[src/rtl/g_2dbnc_n_pkg.sv]
// Shared debounce definitions: FSM state encoding and parameter legality check,
// reused by every debounce macro in this family.
package g_2dbnc_n_pkg;

    typedef enum logic {
        StIdle = 1'b0,
        StPend = 1'b1
    } dbnc_state_e;

    localparam int unsigned SyncStagesMin = 2;
    localparam int unsigned SyncStagesMax = 4;

    // True when the synchroniser depth and filter length are legal for the counter width.
    function automatic bit dbnc_params_ok(int unsigned sync_stages, int unsigned cnt_w,
                                          int unsigned filt_len);
        longint unsigned cnt_max;
        cnt_max = (64'(1) << cnt_w) - 64'(1);
        return (sync_stages >= SyncStagesMin) && (sync_stages <= SyncStagesMax) &&
               (cnt_w >= 1) && (cnt_w <= 31) &&
               (filt_len >= 1) && (longint'(filt_len) <= cnt_max);
    endfunction

endpackage

[src/rtl/g_dbnc_chan.sv]
// One debounce channel: synchroniser chain, IDLE/PEND filter FSM with sample
// counter, and registered assert/deassert pulses on the filtered active-low level.
module g_dbnc_chan
    import g_2dbnc_n_pkg::*;
#(
    parameter int unsigned SYNC_STAGES = 2,
    parameter int unsigned CNT_W       = 4,
    parameter int unsigned FILT_LEN    = 8
) (
    input  logic clk_i,
    input  logic rst_ni,
    input  logic en_i,
    input  logic raw_ni,
    output logic q_no,
    output logic fall_o,
    output logic rise_o
);

    if (!dbnc_params_ok(SYNC_STAGES, CNT_W, FILT_LEN)) begin : g_param_err
        $error("g_dbnc_chan: SYNC_STAGES or FILT_LEN out of range");
    end

    localparam logic [CNT_W-1:0] CntLast = CNT_W'(FILT_LEN - 1);
    localparam bit               OneShot = (FILT_LEN == 1);

    logic [SYNC_STAGES-1:0] sync_q;
    logic                   s;
    dbnc_state_e            state_q, state_d;
    logic [CNT_W-1:0]       cnt_q, cnt_d;
    logic                   q_q, q_d;
    logic                   fall_q, rise_q;

    // Reset to 1 so an idle (high) input never looks like an edge after release.
    always_ff @(posedge clk_i or negedge rst_ni) begin
        if (!rst_ni) begin
            sync_q <= '1;
        end else begin
            sync_q <= {sync_q[SYNC_STAGES-2:0], raw_ni};
        end
    end

    assign s = sync_q[SYNC_STAGES-1];

    always_comb begin
        state_d = state_q;
        cnt_d   = cnt_q;
        q_d     = q_q;
        unique case (state_q)
            StIdle: begin
                cnt_d = '0;
                if (s != q_q) begin
                    if (OneShot && en_i) begin
                        q_d = s;
                    end else begin
                        state_d = StPend;
                        cnt_d   = en_i ? CNT_W'(1) : '0;
                    end
                end
            end
            StPend: begin
                if (s == q_q) begin
                    // Bounce back to the accepted level: discard the partial count.
                    state_d = StIdle;
                    cnt_d   = '0;
                end else if (en_i) begin
                    if (cnt_q == CntLast) begin
                        q_d     = s;
                        cnt_d   = '0;
                        state_d = StIdle;
                    end else begin
                        cnt_d = cnt_q + CNT_W'(1);
                    end
                end
            end
            default: begin
                state_d = StIdle;
                cnt_d   = '0;
            end
        endcase
    end

    always_ff @(posedge clk_i or negedge rst_ni) begin
        if (!rst_ni) begin
            state_q <= StIdle;
            cnt_q   <= '0;
            q_q     <= 1'b1;
            fall_q  <= 1'b0;
            rise_q  <= 1'b0;
        end else begin
            state_q <= state_d;
            cnt_q   <= cnt_d;
            q_q     <= q_d;
            fall_q  <= q_q & ~q_d;
            rise_q  <= ~q_q & q_d;
        end
    end

    assign q_no   = q_q;
    assign fall_o = fall_q;
    assign rise_o = rise_q;

endmodule

[src/rtl/g_2dbnc_n.sv]
// Dual-channel synchroniser and debounce filter for raw active-low inputs.
// Two independent g_dbnc_chan instances; no logic at this level.
module g_2dbnc_n
    import g_2dbnc_n_pkg::*;
#(
    parameter int unsigned SYNC_STAGES = 2,
    parameter int unsigned CNT_W       = 4,
    parameter int unsigned FILT_LEN    = 8
) (
    input  logic CK,
    input  logic CDN,
    input  logic EN,
    input  logic AN,
    input  logic BN,
    output logic QAN,
    output logic QBN,
    output logic FAN,
    output logic FBN,
    output logic RAN,
    output logic RBN
);

    g_dbnc_chan #(
        .SYNC_STAGES(SYNC_STAGES),
        .CNT_W      (CNT_W),
        .FILT_LEN   (FILT_LEN)
    ) u_chan_a (
        .clk_i (CK),
        .rst_ni(CDN),
        .en_i  (EN),
        .raw_ni(AN),
        .q_no  (QAN),
        .fall_o(FAN),
        .rise_o(RAN)
    );

    g_dbnc_chan #(
        .SYNC_STAGES(SYNC_STAGES),
        .CNT_W      (CNT_W),
        .FILT_LEN   (FILT_LEN)
    ) u_chan_b (
        .clk_i (CK),
        .rst_ni(CDN),
        .en_i  (EN),
        .raw_ni(BN),
        .q_no  (QBN),
        .fall_o(FBN),
        .rise_o(RBN)
    );

endmodule
[config.mk]
export PLATFORM = sky130hd
export DESIGN_NAME = g_2dbnc_n
export DESIGN_NICKNAME = d
export VERILOG_FILES = /design/src/rtl/g_2dbnc_n_pkg.sv /design/src/rtl/g_dbnc_chan.sv /design/src/rtl/g_2dbnc_n.sv
export SDC_FILE = /design/constraint.sdc
export NUM_CORES = 1
export LEC_CHECK = 0
export ABC_AREA = 1
export CAP_MARGIN = 30
export CORE_MARGIN = 2
export CORE_UTILIZATION = 53
export DETAILED_ROUTE_END_ITERATION = 8
export GPL_TIMING_DRIVEN = 0
export PLACE_DENSITY = 0.87
export RECOVER_POWER = 25
export SLEW_MARGIN = 20
export SYNTH_ARGS = -nofsm -noshare
export SYNTH_HDL_FRONTEND = slang
export SYNTH_SLANG_ARGS = --single-unit
[constraint.sdc]
create_clock -name CK -period 1.15 [get_ports CK]
set_input_delay 0.115 -clock CK [delete_from_list [all_inputs] [get_ports CK]]
set_output_delay 0.115 -clock CK [all_outputs]
set_load 0.01 [all_outputs]
# Word level (Yosys, flattened, before mapping)
# Index checks and enable logic that the tools add are counted.
# word_totals
in_bits	5
elab_cells	61
regBits	20
# op_classes
eq_ne	8
addsub	2
mux	29
n_bitwise	10
# op_table
operator	n
2-to-1 mux 4 bit	7
2-to-1 mux 1 bit	18
one-hot mux 4 bit (2 select lines)	2
adder 4 x 1 -> 4 bit, second input constant	2
equality test 4 x 3 -> 1 bit, second input constant	2
!= test 3 bit, second input constant	2
inverter 1 bit	6
AND 1 bit	4
one-hot mux 1 bit (2 select lines)	2
equality test 1 bit	2
!= test 1 bit	2

# Logic depth before layout (Yosys ltp)
# logic_depth
ltp_word	7
ltp_mapped	7
depth_no_buf	7

# Modules after synthesis
# From an unflattened synthesis, not the netlist that was laid out.
# unflattened
hier_cells	110
area_unflattened_um2	938.4
# modules_own_cells
mod	n_inst	area_per_inst_um2	cells_per_inst
g_dbnc_chan	2	469.2	55

# Worst setup path before layout
# OpenSTA, ideal clock, no wires.
# synth_path
path_kind	register to register
start	register u_chan_b.q_q, in the netlist u_chan_b.q_no
end	register u_chan_b.cnt_q[1]
path_buffers	0
setup_time_ps	121
t_arrival_ps	911
path_stages_with_launch	6
required_ps	1029
path_slack_ps	117
cell_sequence	dfstp_2 > inv_1 > nand2_1 > nand2_2 > nand3_1 > o21ai_1
# synth_between
elab_chain_cells	3
elab_cells_between_ends	4
classes_between	eq/ne (2); mux (2)
# synth_lines
element	line_no	text
start: declaration	g_dbnc_chan.sv:30	logic q_q, q_d;
start signal: assignment	g_dbnc_chan.sv:92	q_q <= q_d;
equality test 1 bit (*)	g_dbnc_chan.sv:61	if (s == q_q) begin
2-to-1 mux 4 bit	g_dbnc_chan.sv:61	
one-hot mux 4 bit (2 select lines)	g_dbnc_chan.sv:48	unique case (state_q)
end signal: assignment	g_dbnc_chan.sv:91	cnt_q <= cnt_d;
end: declaration	g_dbnc_chan.sv:29	logic [CNT_W-1:0] cnt_q, cnt_d;
# Mark *: on every way between the ends. The rest lies on a longest branch, timed or not.
# A chain may end at the register's enable or synchronous reset.

# Worst setup path after layout
# layout_path
start	register u_chan_b.cnt_q[1]
end	register u_chan_b.q_q, in the netlist u_chan_b.q_no
# layout_between
elab_chain_cells	5
# layout_lines
element	line_no	text
equality test 4 x 3 -> 1 bit	g_dbnc_chan.sv:66	if (cnt_q == CntLast) begin
2-to-1 mux 1 bit	g_dbnc_chan.sv:66	
2-to-1 mux 1 bit	g_dbnc_chan.sv:65	end else if (en_i) begin
2-to-1 mux 1 bit	g_dbnc_chan.sv:61	
2-to-1 mux 1 bit	g_dbnc_chan.sv:48	
named net u_chan_b.q_d	g_dbnc_chan.sv:30	
# The timed path passes the listed nets, and every way through them passes these cells.

==> metrics.csv <==
stage;metric;value;unit
layout;finalCoreUtilization;72.38;%
sta;finalWorstSetupSlack;-0.01016;ns
pwr;total_leakage_power;0.5878;nW
placed_design;place.gp.congestion;0.7749;
setup_path;r2r_cells;7;
pwr;powerDensity;1028;mW/mm^2
setup_path;r2r_end;u_chan_b.q_no;
setup_path;crit_path_start_kind;flip-flop;
clocking;cts_tree;built;
die;initial_utilization;55.16;%
sta;fmax;0.8620;GHz
logic_synthesis;synth_top_area_share;37.18;%
layout;n_antenna_cell;0;
layout;multi_input_area;469.2;um^2
logic_synthesis;avgSynthCellArea;8.565;um^2
setup_path;cp_max_fo;4;
die;fp.dieW;46.16;um
clocking;path_clk_slew;0.11;ns
placed_design;dp_worst_setup_slack;-0.07517;ns
global_route;grt-busiest-layer;met2;
sta;setup_viol;2;
logic_synthesis;yosysTopAreaCell;dfrtp_1;
setup_path;critPathMaxStageDelay;0.45;ns
routing;drt-initial-drc-count;6;
layout;fin_area;0.001236;mm^2
placed_design;dpl_cell_area;0.001064;mm^2
placed_design;portBuffers;9;
clocking;cts_buffers;3;
die;die_h;46.16;um
routing;ant_nets;0;
logic_synthesis;syn_area;942.2;um^2
setup_path;r2r-start;u_chan_b.cnt_q[1];
sta;worst_hold_slack;0.1326;ns
setup_path;cp_common_cell;nand2_2;
hold_path;hold_path_end;u_chan_a.fall_o;
logic_synthesis;seq_area_frac_synth;53.92;%
layout;fill_cells;124;
sta;tightest_slew;0.4374;ns
layout;nets;136;
layout;syn2layout_area_growth;31.21;%
pwr;switching_share;24.01;%
setup_path;worstSetupPathType;flip-flop to flip-flop;
global_route;grt_pass1_vias;760;
layout;final_common_cell;nand2_1;
pwr;netSwitchingPower;0.3050;mW
sta;fin_skew;0.006969;ns
logic_synthesis;synthesis.nets;117;
sta;layout_min_cycle_time;1.160;ns
clocking;cts_buffer_depth;2;
outcome;status;finished with violations;
setup_path;required;1.41;ns
routing;wl_per_cell;14.75;um
layout;instances_no_fill;153;
setup_path;reg2reg_slack;-0.01;ns
routing;dr.pass1.iters;4;
die;ioPinCount;11;
logic_synthesis;yosys_warnings;0;
sta;hold_violations;0;
global_route;antenna_found_initial;0;
placed_design;dp.cells;144;
outcome;violations;negative setup slack;
logic_synthesis;ys_ff_latch;20;
global_route;grtUsageMet2;43.33;%
die;rows;15;
pwr;intPower;0.9654;mW
clocking;postCtsHoldBufs;0;
global_route;gr-usage-met3;8.235;%
routing;via_per_inst;5.275;
sta;final.setup.tns;-0.01109;ns
routing;drc;0;
pwr;clockPowerShare;32.0;%
global_route;grt_max_degree;21;
global_route;track_usage;24.06;%
die;core_area;0.001708;mm^2
routing;vias;807;
hold_path;hp-class;primary input to flip-flop;
layout;seq_area;508.0;um^2
pwr;ir_worst_vdd;0.9496;mV
hold_path;holdCritStartpoint;EN;
placed_design;hpwl;1.356;mm
logic_synthesis;ys_types;20;
die;fp.dieArea;0.002131;mm^2
global_route;gr-total-overflow;0;
global_route;use_met1;24.94;%
hold_path;worstHoldPathCells;3;
logic_synthesis;synthCells;110;
layout;layout-drive-gt1-share;39.84;%
logic_synthesis;synth.area.top_cells;dfrtp_1 (37%), dfstp_2 (17%), nand2_1 (12%), nor2_1 (5.6%), inv_1 (5.2%);
sta;grt_setup_unrepaired;yes;
clocking;cts_root_buffer;clkbuf_4;
sta;maxSlewViolCount;0;
pwr;seqPwrFrac;58.6;%
flow_run;drv_cap;0;
setup_path;cp-end-kind;flip-flop;
layout;layout_common_cells;nand2_1 (20), dfrtp_1 (14), nand2_2 (12), nor2_1 (12), inv_1 (8);
global_route;grt_pass1_wl;3.450;mm
setup_path;worstPathCellList;ha_4 -> nand2_2 -> nor2_4 -> nand3_4 -> nand2_2 -> nand2_2 -> inv_2;
pwr;power_frac_comb;9.4;%
sta;relSlewSlack;70.74;%
setup_path;worstPathArrival;1.42;ns
sta;fin_crit_sh;100.9;%
clocking;h-tree-depth;1;
pwr;power;1.270;mW
clocking;tritoncts_num_sinks;20;
clocking;clk_latency;0.30;ns
setup_path;cp_slowest_cell;dfrtp_1;
routing;drt_wl_total;2.256;mm
## synth_stat cells
| cell type | instances |
|---|---|
| o21ai_0 | 2 |
| nand3_2 | 2 |
| ha_1 | 2 |
| dfrtp_1 | 14 |
| buf_2 | 1 |
| nand2_2 | 3 |
| nor2_2 | 1 |
| inv_2 | 1 |
| nor2_4 | 1 |
| xor2_1 | 2 |
| inv_1 | 13 |
| dfstp_2 | 6 |
| nor2_1 | 14 |
| nand3_1 | 6 |
| nand4_1 | 5 |
| nand2_1 | 31 |
| a21oi_1 | 1 |
| buf_4 | 1 |
| o21ai_1 | 3 |
| nor3_2 | 1 |
## kinds of logic after synthesis
kind of cell | Yosys count | share of synthesized area (%)
flip-flops | 20 | 53.92
adder cells (fa/ha/maj) | 2 | 2.656
AND/OR/NAND/NOR | 64 | 31.47
AO/OA/AOI/OAI | 6 | 3.186
buffers and inverters | 16 | 6.905
XOR/XNOR | 2 | 1.860
## power groups by stage
stage / Clock [mW] / Combinational, mW / Sequential [mW]
2_1_floorplan: 0 / 0.0482 / 0.750
3_3_place_gp: 0 / 0.0790 / 0.753
3_5_place_dp: 0 / 0.0840 / 0.754
4_1_cts: 0.426 / 0.0973 / 0.739
5_1_grt: 0.461 / 0.132 / 0.747
6_report: 0.407 / 0.119 / 0.745
## routing by layer
metal | vias to the layer above | wire [um]
met5 | - | 0
met4 | 0 | 55
li1 | 383 | -
met2 | 22 | 1270
met1 | 396 | 847
met3 | 6 | 84
## state kept, by name (all words and copies together), names as in the netlist
signal and flops:
u_chan_a.cnt_q 4, u_chan_b.state_q 1, u_chan_b.rise_o 1, u_chan_b.sync_q 2
u_chan_a.sync_q 2, u_chan_a.rise_o 1, u_chan_a.q_no 1, u_chan_b.fall_o 1
u_chan_a.fall_o 1, u_chan_a.state_q 1, u_chan_b.cnt_q 4, u_chan_b.q_no 1
## timing repair
item,CTS,global route
pin swaps,0,11
buffers inserted,3,1
endpoints found under the setup margin,10,13
endpoints found under the hold margin,0,0
resized for setup,15,29
## critical path: cells and delay by family, from the launching register on
kind / cells / cell delay, ns
DFF: 1 / 0.45
and+or+nand+nor: 5 / 0.45
adders and majority gates: 1 / 0.17
buffers and inverters: 1 / 0.04
## worst max-delay path by stage
| stage | start | to | cells past startpoint |
|---|---|---|---|
| final | u_chan_b.cnt_q[1] | u_chan_b.q_no | 7 |
| after floorplan | u_chan_b.q_no | u_chan_b.cnt_q[1] | 5 |
| after global routing | u_chan_b.q_no | u_chan_b.cnt_q[3] | 6 |
| after global placement | CDN | u_chan_a.cnt_q[3] | 1 |
| after detailed placement | CDN | u_chan_a.cnt_q[2] | 1 |
| after CTS | u_chan_b.q_no | QBN | 1 |
## cell type report
type / instances / share of cell area [%]
buffer: 2 / 1.012
multi-input combinational: 74 / 37.96
clock buffer: 4 / 2.935
timing repair buffer: 14 / 10.22
sequential: 20 / 41.09
tap: 25 / 2.530
inverter: 14 / 4.251
Note: power is estimated with default switching activity, not from simulation.
